$ cat config.mk
export PLATFORM = sky130hd
export DESIGN_NAME = interval_meter_flat
export DESIGN_NICKNAME = d
export VERILOG_FILES = /design/src/rtl/interval_meter_if.sv /design/src/rtl/interval_meter.sv /design/src/flat_wrapper.sv
export SDC_FILE = /design/constraint.sdc
export NUM_CORES = 1
export LEC_CHECK = 0
export ABC_AREA = 1
export BUFFER_PORTS_ARGS = -buffer_cell sky130_fd_sc_hd__buf_2
export CORE_MARGIN = 5
export CORE_UTILIZATION = 45
export DETAILED_ROUTE_END_ITERATION = 8
export GPL_TIMING_DRIVEN = 0
export MAX_ROUTING_LAYER = met4
export PLACE_DENSITY = 0.65
export SLEW_MARGIN = 10
export SYNTH_ARGS = -nofsm -noshare
export SYNTH_HDL_FRONTEND = slang
export SYNTH_SLANG_ARGS = --single-unit
$ cat constraint.sdc
create_clock -name clk -period 2.6 [get_ports clk]
set_input_delay 0.39 -clock clk [delete_from_list [all_inputs] [get_ports clk]]
set_output_delay 0.39 -clock clk [all_outputs]
set_load 0.02 [all_outputs]
$ cat src/rtl/interval_meter_if.sv
// Start/stop request and measurement result bundle for interval_meter.
interface interval_meter_if #(
   parameter int WIDTH = 10
);
   logic             start;
   logic             stop;
   logic [WIDTH-1:0] measured;
   logic             valid;
   logic             timed_out;
   logic             busy;

   // The requester drives start/stop and observes the result.
   modport master (
      output start,
      output stop,
      input  measured,
      input  valid,
      input  timed_out,
      input  busy
   );

   // The meter samples start/stop and produces the result.
   modport slave (
      input  start,
      input  stop,
      output measured,
      output valid,
      output timed_out,
      output busy
   );
endinterface

$ cat src/rtl/interval_meter.sv
// Interval meter: counts whole prescaled ticks between a start event and a
// stop event and reports the count with a one-cycle valid pulse, or ends the
// measurement with a timeout flag when stop never arrives.
module interval_meter #(
   parameter int COUNT_GOAL    = 2024,
   parameter int WIDTH         = 10,
   parameter int TIMEOUT_TICKS = 1023
) (
   input  logic                   clk,
   input  logic                   reset,
   interval_meter_if.slave        bus
);

   localparam int PW = (COUNT_GOAL > 1) ? $clog2(COUNT_GOAL) : 1;
   localparam logic [PW-1:0]    PRESC_LAST  = PW'(COUNT_GOAL - 1);
   localparam logic [WIDTH-1:0] TIMEOUT_VAL = WIDTH'(TIMEOUT_TICKS);

   typedef enum logic {
      IDLE      = 1'b0,
      MEASURING = 1'b1
   } state_t;

   state_t           r_state;
   logic [PW-1:0]    r_presc;
   logic [WIDTH-1:0] r_count;
   logic [WIDTH-1:0] r_measured;
   logic             r_valid;
   logic             r_timedOut;
   logic             r_busy;

   logic             w_tick;
   logic [WIDTH-1:0] w_countNext;

   // A tick marks the last cycle of each prescaler period.
   assign w_tick      = (r_presc == PRESC_LAST);
   assign w_countNext = r_count + 1'b1;

   // Measurement FSM with prescaler, tick counter and registered outputs;
   // inside a measurement start outranks stop, which outranks the timeout.
   always_ff @(posedge clk) begin
      if (reset) begin
         r_state    <= IDLE;
         r_presc    <= '0;
         r_count    <= '0;
         r_measured <= '0;
         r_valid    <= 1'b0;
         r_timedOut <= 1'b0;
         r_busy     <= 1'b0;
      end else begin
         r_valid <= 1'b0;
         case (r_state)
            IDLE: begin
               if (bus.start) begin
                  r_state <= MEASURING;
                  r_presc <= '0;
                  r_count <= '0;
                  r_busy  <= 1'b1;
               end
            end
            MEASURING: begin
               if (bus.start) begin
                  r_presc <= '0;
                  r_count <= '0;
               end else if (bus.stop) begin
                  r_measured <= r_count;
                  r_timedOut <= 1'b0;
                  r_valid    <= 1'b1;
                  r_busy     <= 1'b0;
                  r_state    <= IDLE;
               end else if (w_tick) begin
                  r_presc <= '0;
                  if (w_countNext == TIMEOUT_VAL) begin
                     r_measured <= TIMEOUT_VAL;
                     r_timedOut <= 1'b1;
                     r_valid    <= 1'b1;
                     r_busy     <= 1'b0;
                     r_state    <= IDLE;
                  end else begin
                     r_count <= w_countNext;
                  end
               end else begin
                  r_presc <= r_presc + 1'b1;
               end
            end
            default: begin
               r_state <= IDLE;
               r_busy  <= 1'b0;
            end
         endcase
      end
   end

   assign bus.measured  = r_measured;
   assign bus.valid     = r_valid;
   assign bus.timed_out = r_timedOut;
   assign bus.busy      = r_busy;

endmodule

$ cat src/flat_wrapper.sv
// flat-port wrapper written by rule: the top's interface ports become plain ports
module interval_meter_flat 
#(
   parameter int COUNT_GOAL    = 2024,
   parameter int WIDTH         = 10,
   parameter int TIMEOUT_TICKS = 1023
)
  (clk, reset, bus_start, bus_stop, bus_measured, bus_valid, bus_timed_out, bus_busy);
  interval_meter_if #(.WIDTH(WIDTH)) bus_i ();
  input  logic clk;
  input  logic reset;
  input wire logic [$bits(bus_i.start)-1:0] bus_start;
  input wire logic [$bits(bus_i.stop)-1:0] bus_stop;
  output wire logic [$bits(bus_i.measured)-1:0] bus_measured;
  output wire logic [$bits(bus_i.valid)-1:0] bus_valid;
  output wire logic [$bits(bus_i.timed_out)-1:0] bus_timed_out;
  output wire logic [$bits(bus_i.busy)-1:0] bus_busy;
  assign bus_i.start = bus_start;
  assign bus_i.stop = bus_stop;
  assign bus_measured = bus_i.measured;
  assign bus_valid = bus_i.valid;
  assign bus_timed_out = bus_i.timed_out;
  assign bus_busy = bus_i.busy;
  interval_meter #(.COUNT_GOAL(COUNT_GOAL), .WIDTH(WIDTH), .TIMEOUT_TICKS(TIMEOUT_TICKS)) u_core (.clk(clk), .reset(reset), .bus(bus_i));
endmodule
---- Word-level counts from Yosys, hierarchy flattened ----
Cells that the tools add are included.
operators by class
  add/sub/neg operators ................... 2
  equality and inequality tests ........... 9
  reductions and logical operators ........ 7
  mux-type cells .......................... 32
  bitwise gates (word level) .............. 2
operators by type and width
  kind                   count
  $mux 10                8
  $mux 11                4
  $pmux 11 s2            1
  $pmux 10 s2            1
  $mux 1                 16
  $ne 3x3->1 const B     5
  $reduce_and 4->1       3
  $add 11x1->11 const B  1
  $eq 11x11->1 const B   1
  $add 10x1->10 const B  1
  $eq 10x10->1 const B   1
  $ne 2x2->1 const B     2
  $pmux 1 s2             2
  $reduce_bool 2->1      2
  $reduce_or 3->1        1
  $not 1->1              2
  $reduce_and 2->1       1
storage, ports and cells
  register bits ........................... 35
  output and inout bits ................... 13
  input bits .............................. 4

---- Depth between registers and ports, before layout ----
  depth in word-level cells ............... 7
  depth in mapped cells ................... 14
  depth with buffers taken out ............ 14

---- Worst setup path after synthesis ----
OpenSTA, ideal clock, no wires.
  path kind ............................... reg2reg
  from .................................... register u_core.r_count[1]
  to ...................................... register u_core.r_count[3]
  cell stages (with the launch flop) ...... 14
  setup time .............................. 0.115 ns
  required time ........................... 2.485 ns
  arrival time ............................ 1.602 ns
  buffers on the path ..................... 1
  path slack .............................. 0.883 ns
  cells stage by stage .................... dfxtp_1 -> ha_1 -> nand2_2 -> nor2_4 -> nand2_2 -> o21ai_2 -> nand2_1 -> nor2_2 -> nand2_2 -> nand2_2 -> buf_6 -> nand3_1 -> nand2_1 -> nor2_1
on the way
  cells in the longest elaborated chain, start to end .. 6
  elaborated cells between the ends (all ways) .. 9
  those cells by class .................... 1 x add/sub; 2 x eq/ne; 5 x mux; 1 x reduce/logical
RTL lines
  what                      RTL line              text
  start: declaration        interval_meter.sv:25  logic [WIDTH-1:0] r_count;
  start signal: assignment  interval_meter.sv:79  r_count <= w_countNext;
  $add 10x1->10 *           interval_meter.sv:36  assign w_countNext = r_count + 1'b1;
  $mux 10                   interval_meter.sv:72  if (w_countNext == TIMEOUT_VAL) begin
  $mux 10                   interval_meter.sv:70  end else if (w_tick) begin
  $mux 10                   interval_meter.sv:64  end else if (bus.stop) begin
  $mux 10                   interval_meter.sv:61  if (bus.start) begin
  $pmux 10 s2               interval_meter.sv:51  case (r_state)
Mark *: on every way between the ends. The rest lies on a longest branch, timed or not. The select of a mux whose other input is x is not followed.
A chain may end at the register's enable or synchronous reset.

---- Final worst setup path ----
  from .................................... register u_core.r_count[1]
  to ...................................... register u_core.r_measured[1], in the netlist u_core.bus.measured[1]
on the way
  cells in the longest elaborated chain, start to end .. 4
  elaborated cells between the ends (all ways) .. 5
  those cells by class .................... 1 x add/sub; 1 x eq/ne; 1 x mux; 2 x reduce/logical
RTL lines
  what                         RTL line              text
  $add 10x1->10                interval_meter.sv:36
  $eq 10x10->1                 interval_meter.sv:72
  $reduce_bool 2->1 (no line)  --
  $reduce_and 4->1 (no line)   --
  end signal: assignment       interval_meter.sv:65  r_measured <= r_count;
  end: declaration             interval_meter.sv:26  logic [WIDTH-1:0] r_measured;
Several ways; a longest one is shown, not always the timed one.

==> out/qor.csv <==
stage;metric;value;unit
synthesis;synth_top_family_by_area;simple AND/OR/NAND/NOR gates;
power;power.density;541;nW/um2
clocking;htreeDepth;2;
floorplanning;coreArea;4000;um2
finish;syn2layout_area_growth;13.8;%
floorplanning;start_util;0.462;
clocking;cts_hold_buf;0;
clocking;root_buffer;clkbuf_8;
global_routing;grt_pass1_vias;1611;
route;drtAntennaViolNets;0;
setup_path;crit_arrival;2.17;ns
synthesis;synth_area_leaders;dfxtp_1 (38%), nand2_1 (10%), inv_1 (7.5%);
status;status;finished, final reports clean;
floorplanning;dieArea;5480;um2
finish;nets;292;
finish;diodes;0;
floorplanning;fp.dieH;74.1;um
timing;skew;0.00572;ns
floorplanning;num_rows;23;
floorplanning;die_x;74.1;um
synthesis;synth-simple-area-share;0.283;
clocking;clk_pin_slew;0.07;ns
route;drtPass1Iterations;4;
synthesis;avgSynthCellArea;7.02;um2
finish;multi_input_area;955;um2
timing;maxSlewHeadroom;0.630;
timing;hold_viol;0;
clocking;clock_latency;0.29;ns
power;max-vdd-ir-drop;227;uV
route;drc;0;
synthesis;ys_warn_count;0;
synthesis;yosys.area.top_type;dfxtp_1;
setup_path;ff2ff_path_depth;12;
synthesis;syn-num-nets;270;
timing;clock.fmax;512;MHz
synthesis;synthCells;263;
setup_path;endpoint_kind;flip-flop;
synthesis;synth_top_area_frac;0.379;
global_routing;grt_antenna_before_repair;0;
synthesis;yosys_register_bits;35;
clocking;cts_sinks;35;
place;dpl.hpwl;3030;um
setup_path;cp_data_required_time;2.82;ns
synthesis;synth_xor_area_frac;0.0142;
setup_path;crit_fanout;10;
timing;finalCriticalPeriod;1.95;ns
timing;fin_ws;0.648;ns
finish;regArea;701;um2
clocking;post_cts_resized;0;
clocking;clock_path_buffers;2;
route;routedWlPerCell;12.2;um
synthesis;ys_seq_area_frac;0.379;
route;vias_per_cell;5.05;
synthesis;synthMuxAreaShare;0;
global_routing;gr-total-overflow;0;
place;pre_cts_ws;0.528;ns
timing;worst_pin_slew;0.554;ns
finish;layout-drive-gt1-share;0.168;
min_path;hold_depth;3;
finish;fillCellCount;415;
global_routing;track_usage;0.176;
synthesis;synth_compound_area_frac;0.199;
min_path;hold_class;input pin to flip-flop;
clocking;post-cts-setup-buffers;0;
route;via_count;1696;
timing;setup_tns;0;ns
global_routing;grt_max_degree;12;
timing;period_share;0.751;
timing;finalSetupViolCount;0;
setup_path;cp-start-kind;flip-flop;
global_routing;grt_pass1_wl;7250;um
floorplanning;num_io_pins;17;
power;leakage;0.786;nW
flow_run;cap_violations;0;
timing;rsz0062_at_grt;no;
synthesis;synth_area;1850;um2
clocking;cts_buffers;5;
place;gp_congestion;0.901;
synthesis;synth-adder-area-share;0.0203;
timing;drv_slew;0;
finish;final_cell_area;2100;um2
route;drt-initial-drc-count;105;
route;wl;4110;um
synthesis;synth_cell_types;25;
setup_path;worstSetupPathType;flip-flop to flip-flop;
place;portBuffers;15;
place;placed_area;1980;um2
clocking;cts_tree;yes;
==> worst max-delay path, cell delays in order (launching register included) <==
cell,delay [ns]
dfxtp_1,0.44
ha_1,0.24
nand2_2,0.09
o21bai_1,0.13
nand2_1,0.08
inv_2,0.06
nand3_1,0.08
nor2_1,0.15
nand2_2,0.12
nand2_2,0.10
nand2_2,0.10
buf_6,0.17
a21oi_2,0.11
==> where the power goes <==
group | leakage [nW] | switching, W | internal [W] | total (W)
clock | 0.0612 | 0.000196 | 0.000310 | 0.000506
combinational | 0.441 | 0.0000595 | 0.0000226 | 0.0000821
sequential | 0.283 | 0.00000457 | 0.000545 | 0.000550
total | 0.786 | 0.000260 | 0.000878 | 0.00114
==> metrics by stage <==
stage                     std cells  hold slack (ns)   util  total power, W
final                           336            0.410  0.525         0.00114
after global routing            336            0.444  0.525         0.00119
after CTS                       336            0.408  0.525         0.00116
after detailed placement        328            0.446  0.496        0.000644
after global placement          328            0.442  0.496        0.000644
after floorplan                 263            0.455      -        0.000619
==> final timing paths <==
kind                                        startpoint                     end  slack [ns]
worst max register to register       u_core.r_count[1]  u_core.bus.measured[1]        0.65
worst min register to register  u_core.bus.measured[6]  u_core.bus.measured[6]        0.45
worst max-delay path                 u_core.r_count[1]  u_core.bus.measured[1]        0.65
worst min-delay path                         bus_start         u_core.bus.busy        0.41
==> logic make-up (layout without fill, tap and decap cells) <==
group                      Yosys count  in the layout
and+or+nand+nor                    116            116
AOI/OAI and AO/OA                   59             59
buffers and inverters               47             70
DFF                                 35             35
adders and majority gates            3              3
xor gates and xnor gates             3              3
==> layout by cell type, fill, tap and decap left out, types with 2 or more instances in the layout <==
cell type | synthesis | final
ha_1 | 3 | 3
buf_6 | 2 | 2
nor2_2 | 2 | 2
nand2_2 | 7 | 7
dfxtp_1 | 35 | 35
nor2_1 | 26 | 26
a21oi_2 | 9 | 9
clkbuf_1 | 7 | 7
a21oi_1 | 27 | 27
inv_1 | 37 | 37
o21ai_0 | 8 | 8
nand2_1 | 50 | 50
xor2_1 | 2 | 2
o21bai_1 | 2 | 2
nand4_1 | 6 | 6
buf_2 | 0 | 15
clkbuf_8 | 0 | 6
nand3_1 | 22 | 22
o31ai_1 | 10 | 10
==> registers in the layout, indices dropped and copies added (netlist names) <==
| name | flops |
|---|---|
| u_core.bus.busy | 1 |
| u_core.bus.measured | 10 |
| u_core.bus.timed_out | 1 |
| u_core.bus.valid | 1 |
| u_core.r_count | 10 |
| u_core.r_presc | 11 |
| u_core.r_state | 1 |
==> final cells by class <==
| class | instances | area share |
|---|---|---|
| Clock buffer | 6 | 0.0393 |
| Inverter | 38 | 0.0679 |
| Sequential cell | 35 | 0.333 |
| Clock inverter | 2 | 0.0167 |
| Multi-Input combinational cell | 181 | 0.454 |
| Buffer | 9 | 0.0232 |
| Tap cell | 50 | 0.0298 |
| Timing Repair Buffer | 15 | 0.0357 |
==> metal layers <==
layer	vias to the layer above	GRT usage	wire length (um)
met2	39	0.266	1710
met4	0	0.0624	53
met1	746	0.227	2100
met3	6	0.0473	246
li1	905	-	-
met5	-	-	0
==> cell usage after synthesis, drive strengths merged <==
library cell and number:
a211oi 1, a21boi 1, a21oi 36, buf 2, clkbuf 7, dfxtp 35, ha 3, inv 38
nand2 57, nand3 23, nand4 6, nor2 29, nor4 1, o21ai 9, o21bai 2, o31ai 10
xnor2 1, xor2 2
(Power assumes the default switching activity.)
